$ cat src/rtl/logic_unit_pipe_if.sv
// Operand/result handshake bundle for logic_unit_pipe.
// The unit takes the slave view; a source/consumer takes the master view.
interface logic_unit_pipe_if #(
  parameter int unsigned WIDTH = 4
);
  logic             inValid;
  logic             inReady;
  logic [WIDTH-1:0] aIn;
  logic [WIDTH-1:0] bIn;
  logic [2:0]       opSel;
  logic             accMode;
  logic             outValid;
  logic             outReady;
  logic [WIDTH-1:0] out;
  logic [2:0]       opCode;
  logic             isErr;

  modport master (
    output inValid, aIn, bIn, opSel, accMode, outReady,
    input  inReady, outValid, out, opCode, isErr
  );

  modport slave (
    input  inValid, aIn, bIn, opSel, accMode, outReady,
    output inReady, outValid, out, opCode, isErr
  );
endinterface

$ cat src/rtl/logic_unit_pipe.sv
// Registered bitwise logic unit: eight-way op select, accumulator, DEPTH-entry output FIFO.
// Define LOGIC_UNIT_STATS_EN to add the errCnt/txCnt statistics ports.
module logic_unit_pipe #(
  parameter int unsigned WIDTH = 4,
  parameter int unsigned DEPTH = 2
) (
  input  logic                clk,
  input  logic                rst,
  logic_unit_pipe_if.slave    bus
`ifdef LOGIC_UNIT_STATS_EN
  ,
  output logic [7:0]          errCnt,
  output logic [15:0]         txCnt
`endif
);
  localparam int unsigned AW = $clog2(DEPTH);
  localparam logic [AW:0] FULL = (AW+1)'(DEPTH);

  typedef enum logic [2:0] {
    OP_AND     = 3'd0,
    OP_OR      = 3'd1,
    OP_XOR     = 3'd2,
    OP_NAND    = 3'd3,
    OP_NOR     = 3'd4,
    OP_XNOR    = 3'd5,
    OP_PASS    = 3'd6,
    OP_ILLEGAL = 3'd7
  } op_e;

  typedef struct packed {
    logic [WIDTH-1:0] res;
    logic [2:0]       op;
    logic             err;
  } entry_t;

  entry_t           mem [DEPTH];
  logic [AW-1:0]    wr_ptr;
  logic [AW-1:0]    rd_ptr;
  logic [AW:0]      count;
  logic [WIDTH-1:0] acc;
  logic [WIDTH-1:0] op_a;
  logic [WIDTH-1:0] result;
  logic             illegal;
  logic             push;
  logic             pop;

  assign bus.inReady  = (count < FULL);
  assign bus.outValid = (count != '0);
  assign push         = bus.inValid && bus.inReady;
  assign pop          = bus.outValid && bus.outReady;

  // Head fields are masked to zero when empty so no stale or X data escapes.
  assign bus.out    = bus.outValid ? mem[rd_ptr].res : '0;
  assign bus.opCode = bus.outValid ? mem[rd_ptr].op  : '0;
  assign bus.isErr  = bus.outValid ? mem[rd_ptr].err : 1'b0;

  always_comb begin
    op_a    = bus.accMode ? acc : bus.aIn;
    result  = '0;
    illegal = 1'b0;
    case (op_e'(bus.opSel))
      OP_AND:     result = op_a & bus.bIn;
      OP_OR:      result = op_a | bus.bIn;
      OP_XOR:     result = op_a ^ bus.bIn;
      OP_NAND:    result = ~(op_a & bus.bIn);
      OP_NOR:     result = ~(op_a | bus.bIn);
      OP_XNOR:    result = ~(op_a ^ bus.bIn);
      OP_PASS:    result = op_a;
      OP_ILLEGAL: illegal = 1'b1;
      default:    illegal = 1'b1;
    endcase
  end

  always_ff @(posedge clk) begin
    if (rst) begin
      wr_ptr <= '0;
      rd_ptr <= '0;
      count  <= '0;
      acc    <= '0;
      for (int unsigned i = 0; i < DEPTH; i++) mem[i] <= '0;
    end else begin
      if (push) begin
        mem[wr_ptr] <= '{res: result, op: bus.opSel, err: illegal};
        wr_ptr      <= wr_ptr + 1'b1;
        if (!illegal) acc <= result;
      end
      if (pop) rd_ptr <= rd_ptr + 1'b1;
      case ({push, pop})
        2'b10:   count <= count + 1'b1;
        2'b01:   count <= count - 1'b1;
        default: count <= count;
      endcase
    end
  end

`ifdef LOGIC_UNIT_STATS_EN
  always_ff @(posedge clk) begin
    if (rst) begin
      errCnt <= '0;
      txCnt  <= '0;
    end else if (push) begin
      txCnt <= txCnt + 1'b1;
      if (illegal && (errCnt != '1)) errCnt <= errCnt + 1'b1;
    end
  end
`endif
endmodule

$ cat src/flat_wrapper.sv
// flat-port wrapper written by rule: the top's interface ports become plain ports
module logic_unit_pipe_flat 
#(
  parameter int unsigned WIDTH = 4,
  parameter int unsigned DEPTH = 2
)
  (clk, rst, bus_inValid, bus_aIn, bus_bIn, bus_opSel, bus_accMode, bus_outReady, bus_inReady, bus_outValid, bus_out, bus_opCode, bus_isErr);
  logic_unit_pipe_if #(.WIDTH(WIDTH)) bus_i ();
  input  logic clk;
  input  logic rst;
  input wire logic [$bits(bus_i.inValid)-1:0] bus_inValid;
  input wire logic [$bits(bus_i.aIn)-1:0] bus_aIn;
  input wire logic [$bits(bus_i.bIn)-1:0] bus_bIn;
  input wire logic [$bits(bus_i.opSel)-1:0] bus_opSel;
  input wire logic [$bits(bus_i.accMode)-1:0] bus_accMode;
  input wire logic [$bits(bus_i.outReady)-1:0] bus_outReady;
  output wire logic [$bits(bus_i.inReady)-1:0] bus_inReady;
  output wire logic [$bits(bus_i.outValid)-1:0] bus_outValid;
  output wire logic [$bits(bus_i.out)-1:0] bus_out;
  output wire logic [$bits(bus_i.opCode)-1:0] bus_opCode;
  output wire logic [$bits(bus_i.isErr)-1:0] bus_isErr;
  assign bus_i.inValid = bus_inValid;
  assign bus_i.aIn = bus_aIn;
  assign bus_i.bIn = bus_bIn;
  assign bus_i.opSel = bus_opSel;
  assign bus_i.accMode = bus_accMode;
  assign bus_i.outReady = bus_outReady;
  assign bus_inReady = bus_i.inReady;
  assign bus_outValid = bus_i.outValid;
  assign bus_out = bus_i.out;
  assign bus_opCode = bus_i.opCode;
  assign bus_isErr = bus_i.isErr;
  logic_unit_pipe #(.WIDTH(WIDTH), .DEPTH(DEPTH)) u_core (.clk(clk), .rst(rst), .bus(bus_i));
endmodule
$ cat config.mk
export PLATFORM = sky130hd
export DESIGN_NAME = logic_unit_pipe_flat
export DESIGN_NICKNAME = d
export VERILOG_FILES = /design/src/rtl/logic_unit_pipe_if.sv /design/src/rtl/logic_unit_pipe.sv /design/src/flat_wrapper.sv
export SDC_FILE = /design/constraint.sdc
export NUM_CORES = 1
export LEC_CHECK = 0
export ABC_CLOCK_PERIOD_IN_PS = 2530
export CORE_MARGIN = 2
export CORE_UTILIZATION = 25
export CTS_CLUSTER_DIAMETER = 40
export DETAILED_ROUTE_END_ITERATION = 8
export SYNTH_ARGS = -nofsm -noshare
export SYNTH_HDL_FRONTEND = slang
export SYNTH_SLANG_ARGS = --single-unit
$ cat constraint.sdc
create_clock -name clk -period 2.53 [get_ports clk]
set_input_delay 0.253 -clock clk [delete_from_list [all_inputs] [get_ports clk]]
set_output_delay 0.253 -clock clk [all_outputs]
set_load 0.005 [all_outputs]
; After elaboration in Yosys (flattened, before gate mapping)
; Memory sizes are Yosys's and may differ from the RTL's. A register that Yosys moved wholly into a read port is not among the register bits.
; Index checks and enable logic that the tools add are counted.
[totals]
ff_bits = 8
ramBits = 16
input_bits = 16
out_inout_bits = 10
wordCells = 50
memories = 1
[op_classes]
add_sub_neg = 4
order_cmp = 1
eq_ne = 9
muxes = 17
n_bitwise = 7
n_reduce_logical = 7
[mem_list]
columns = name, words, word_bits, read_ports, rd_ports_with_merged_regs, wr, line_no
row1 = u_core.mem, 2, 8, 1, 1, 2, logic_unit_pipe.sv:36  ; entry_t mem [DEPTH];
[ops]
columns = op, n
row1 = 4-bit case mux with 7 select lines, 1
row2 = "3-bit == test, second input constant", 4
row3 = 4-bit NOT, 3
row4 = 1-bit two-way mux, 11
row5 = 4-bit two-way mux, 2
row6 = 8-bit two-way mux, 1
row7 = 8-bit OR reduction, 1
row8 = "3-bit by 2-bit == test with 1-bit output, second input constant", 2
row9 = 4-bit AND, 1
row10 = 4-bit bitwise OR, 1
row11 = 2-bit case mux with 2 select lines, 1
row12 = 2-bit nonzero test, 2
row13 = 4-bit bitwise XOR, 1
row14 = "3-bit by 1-bit == test with 1-bit output, second input constant", 1
row15 = 3-bit zero test, 1
row16 = 3-bit two-way mux, 1
row17 = "1-bit adder, second input constant", 2
row18 = "2-bit by 1-bit adder with 2-bit output, second input constant", 1
row19 = "2-bit by 1-bit == test with 1-bit output, second input constant", 1
row20 = "2-bit == test, second input constant", 1
row21 = 1-bit logical AND, 2
row22 = "2-bit less-than comparator, second input constant", 1
row23 = 2-bit AND reduction, 1
row24 = "2-bit by 1-bit subtractor with 2-bit output, second input constant", 1
row25 = 1-bit NOT, 1

; Longest topological paths before layout
; Gate-level depths: netlist of run 1.
[depth]
ltp_word = 7
ltp_mapped = 8
ltp_nobuf = 7

; Worst setup path before layout of run 1
; Ideal clock, no wire load.
[synth_timing]
path_type = input -> register
startpoint = input port bus_accMode
endpoint = register u_core.acc[3]
arrival_ps = 1972
required_time_ps = 2451
path_slack_ps = 478
stages = 7
n_path_buf = 1
path_cell_list = clkbuf_1 > mux2i_1 > ha_1 > a22o_1 > a221o_1 > o22a_2 > a211oi_2
[synth_between]
elab_chain_cells = 4
[synth_lines]
columns = element, line_no
row1 = start: declaration, flat_wrapper.sv:15  ; input wire logic [$bits(bus_i.accMode)-1:0] bus_accMode;
row2 = 4-bit two-way mux *, logic_unit_pipe.sv:58  ; op_a = bus.accMode ? acc : bus.aIn;
row3 = "4-bit bitwise XOR, or another cell as far along", "logic_unit_pipe.sv:64, logic_unit_pipe.sv:67"
row4 = "4-bit NOT, on equally long branches", "logic_unit_pipe.sv:67, logic_unit_pipe.sv:65, logic_unit_pipe.sv:66"
row5 = 4-bit case mux with 7 select lines *, logic_unit_pipe.sv:61  ; case (op_e'(bus.opSel))
row6 = end signal: assignment, logic_unit_pipe.sv:85  ; if (!illegal) acc <= result;
row7 = end: declaration, logic_unit_pipe.sv:40  ; logic [WIDTH-1:0] acc;
; Mark *: on every way between the ends. The rest lies on a longest branch, timed or not.
; A chain may end at the register's enable or synchronous reset.

==> results of run 1 <==
-- registers in the layout, indices dropped and copies added, names as in the netlist, named ones only --
signal and cells:
u_core.count 2, u_core.mem 16, u_core.wr_ptr 1, u_core.rd_ptr 1
u_core.acc 4
-- where the power goes --
part | leakage (uW) | switching, uW | internal, uW | total, uW
clock network | 0.0000228 | 118 | 112 | 230
registers | 0.000244 | 68.3 | 529 | 597
logic | 0.000486 | 252 | 287 | 538
total | 0.000752 | 438 | 928 | 1370
-- stage by stage --
step,setup WS [ns],util [%],hold slack (ns),setup TNS (ns)
after floorplan,0.478,-,0.478,0
after global placement,0.00808,32.0,0.488,0
after detailed placement,-0.0399,32.0,0.503,-0.0399
after CTS,0.246,32.7,0.525,0
after global routing,0.0711,32.7,0.542,0
final,0.243,32.7,0.521,0
-- cell families (layout without fill, tap and decap cells) --
| kind of cell | count (synthesis) | in the layout | synth area share [%] |
|---|---|---|---|
| buf+inv | 21 | 50 | 6.32 |
| simple gates | 59 | 59 | 18.4 |
| mux | 15 | 15 | 9.98 |
| flops | 25 | 25 | 43.9 |
| fa+ha+maj | 9 | 9 | 7.49 |
| xor+xnor | 4 | 4 | 2.33 |
| compound gates | 18 | 18 | 11.6 |
-- metal layers --
| metal | GRT usage, % | vias to the layer above | wire length [um] | share of wire, % |
|---|---|---|---|---|
| met4 | 4.41 | 0 | 53 | 1.7 |
| met2 | 16.7 | 31 | 1340 | 44 |
| met3 | 1.10 | 4 | 162 | 5.3 |
| met5 | 0 | - | 0 | 0 |
| li1 | - | 580 | - | - |
| met1 | 13.0 | 487 | 1510 | 49 |
-- placed cells by master (no fill, tap or decap) --
cell type	instances
ha_1	9
a22o_1	1
nand3_1	1
nor3_1	4
xor2_1	2
a2111oi_2	3
nand2b_1	2
a211oi_2	2
nor2_1	36
and2_1	2
or3_1	2
a2111oi_0	1
a311oi_1	3
clkbuf_8	3
nor3b_1	4
a211oi_1	2
a221o_1	1
edfxtp_1	16
nand2_1	1
mux2i_1	15
nand3b_1	1
a21oi_1	1
xnor2_1	2
and3_1	2
o22a_2	1
inv_1	11
buf_4	10
o21ai_0	1
o21bai_1	2
dfxtp_1	9
clkbuf_1	1
nor2b_1	4
clkdlybuf4s50_1	25
-- worst max-delay path by stage --
stage                      startpoint               end  slack, ns  cells past startpoint
after floorplan           bus_accMode     u_core.acc[3]       0.48                      7
after global placement    bus_accMode  u_core.mem[0][6]      0.008                      8
after detailed placement  bus_accMode  u_core.mem[0][6]      -0.04                      8
after CTS                 bus_accMode  u_core.mem[0][6]       0.25                      8
after global routing      bus_accMode  u_core.mem[0][6]       0.07                      8
final                     bus_accMode  u_core.mem[0][6]       0.24                      8
-- worst max-delay path: cells and delay by family --
kind                     cells  cell delay (ns)
AO/OA/AOI/OAI                1             0.07
adder cells (fa/ha/maj)      1             0.29
buffers and inverters        2             0.68
multiplexers                 1             0.26
AND/OR/NAND/NOR              3             0.74
-- layout make-up --
cell class                 instances  share of cell area, %
multi-input combinational        105                   39.1
sequential                        25                   34.5
timing repair buffer              35                   17.0
tap                               75                   4.90
clock buffer                       4                   2.35
inverter                          11                   2.16
==> reports/metrics.csv, run 1 <==
metric;value;unit
FF/Latch Area;661;um2
CP startpoint kind;primary input;
synthesized net count;176;
Top Ports;26;
clock buffer depth;2;
# fillers;584;
leakage;0.000752;uW
Residual DRC;0;
routed length per instance;12.0;um
FFs w/ async S/R, synth;0;%
worst stage delay on the critical path;0.52;ns
final worst-path cycle share;90.4;%
Placed Cells;251;
Routed Antenna Nets;0;
total CTS buffers;3;
largest net degree at the start of global routing;21;
Reg2Reg Depth;5;
Area Growth Syn to Fin;27.3;%
CTS tree;yes;
CORE AREA;5850;um2
HP Class;reg2reg;
design area;1910;um2
CTS hold repair buffers;0;
Die ar.;6650;um2
first-pass GRT wire length;5090;um
top fanout value on the critical path;3;
Worst-Margin Slew;0.848;ns
clock skew;0.000732;ns
Post-CTS Setup Bufs;0;
Initial Util;25.7;%
Worst setup EP type;flop;
unrepaired setup endpoints after global routing;false;
Post-DP HPWL;2280;um
DIE HEIGHT;81.6;um
area of the mapped netlist;1500;um2
layout net count;206;
Cells after Synth;151;
Critical-path top delay cell;clkdlybuf4s50_1;
total global-route track usage;10.0;%
Ys Warns;0;
final hold vios;0;
cell with the most instances after synthesis;nor2_1;
FMAX;0.437;GHz
max-cap violation count;0;
status;finished clean;
max-slew violations;0;
FP Rows;28;
Multi-input gate area;748;um2
Total Wirelength;3070;um
Critical Path AT;2.29;ns
VDD IR-drop max;299;uV
hold path depth;2;
Post-synth EDFFs;16;
min cycle time layout;2.29;ns
GPL Wtd Cong;0.744;
Placed Area;1870;um2
drt first pass iters;4;
pwr dens;714;nW/um2
flop2flop setup slack;0.54;ns
crit path kind;in2reg;
vias in the first global route;1097;
clk sinks;25;
Yosys top cell area share;31.9;%
DR iter-0 viols;67;
Avg Cell Area, Syn;9.96;um2
# diodes;0;
Seq/Total Area, Yosys;43.9;%
Horiz. Die Dim;81.6;um
Rel. slew slack;43.4;%
Power Total;1370;uW
vias per cell;4.32;
top cells by instance count after synthesis;nor2_1 (36), edfxtp_1 (16), mux2i_1 (15), inv_1 (11);
WP data required;2.53;ns
hold_sp;u_core.rd_ptr;
initial antenna violation count;0;
R2R Path Start;u_core.count[1];
Clk pin slew, worst setup/hold paths;0.08;ns
clk_lat worst skew;0.26;ns
I/O Buffers;25;
Post-Layout Cell Count;255;
critical-path cell list;clkdlybuf4s50_1 -> buf_4 -> mux2i_1 -> ha_1 -> nor3b_1 -> a2111oi_2 -> nor3_1 -> nor2_1;
share of layout cells above drive strength 1;10.6;%
root buffer cell;clkbuf_8;
Final Setup Violations;0;
Primary FF master, synth;edfxtp_1;
CTS-repair resized insts;0;
top cells by area, synth;edfxtp_1 (32%), dfxtp_1 (12%), mux2i_1 (10%);
post-synthesis register bit count;25;
gr ovfl total;0;
worst reg2reg path endpoint;u_core.count[1];
htree depth;1;
via count;1102;
Synth area leader;edfxtp_1;
post-synth cell types;33;
Power figures use the tool's default switching activity.
==> run 2: changes to the inputs <==
CTS_CLUSTER_SIZE = 20   (was default)
==> results of run 2 <==
No change in the layout: final DEF, timing and power equal those of run 1.
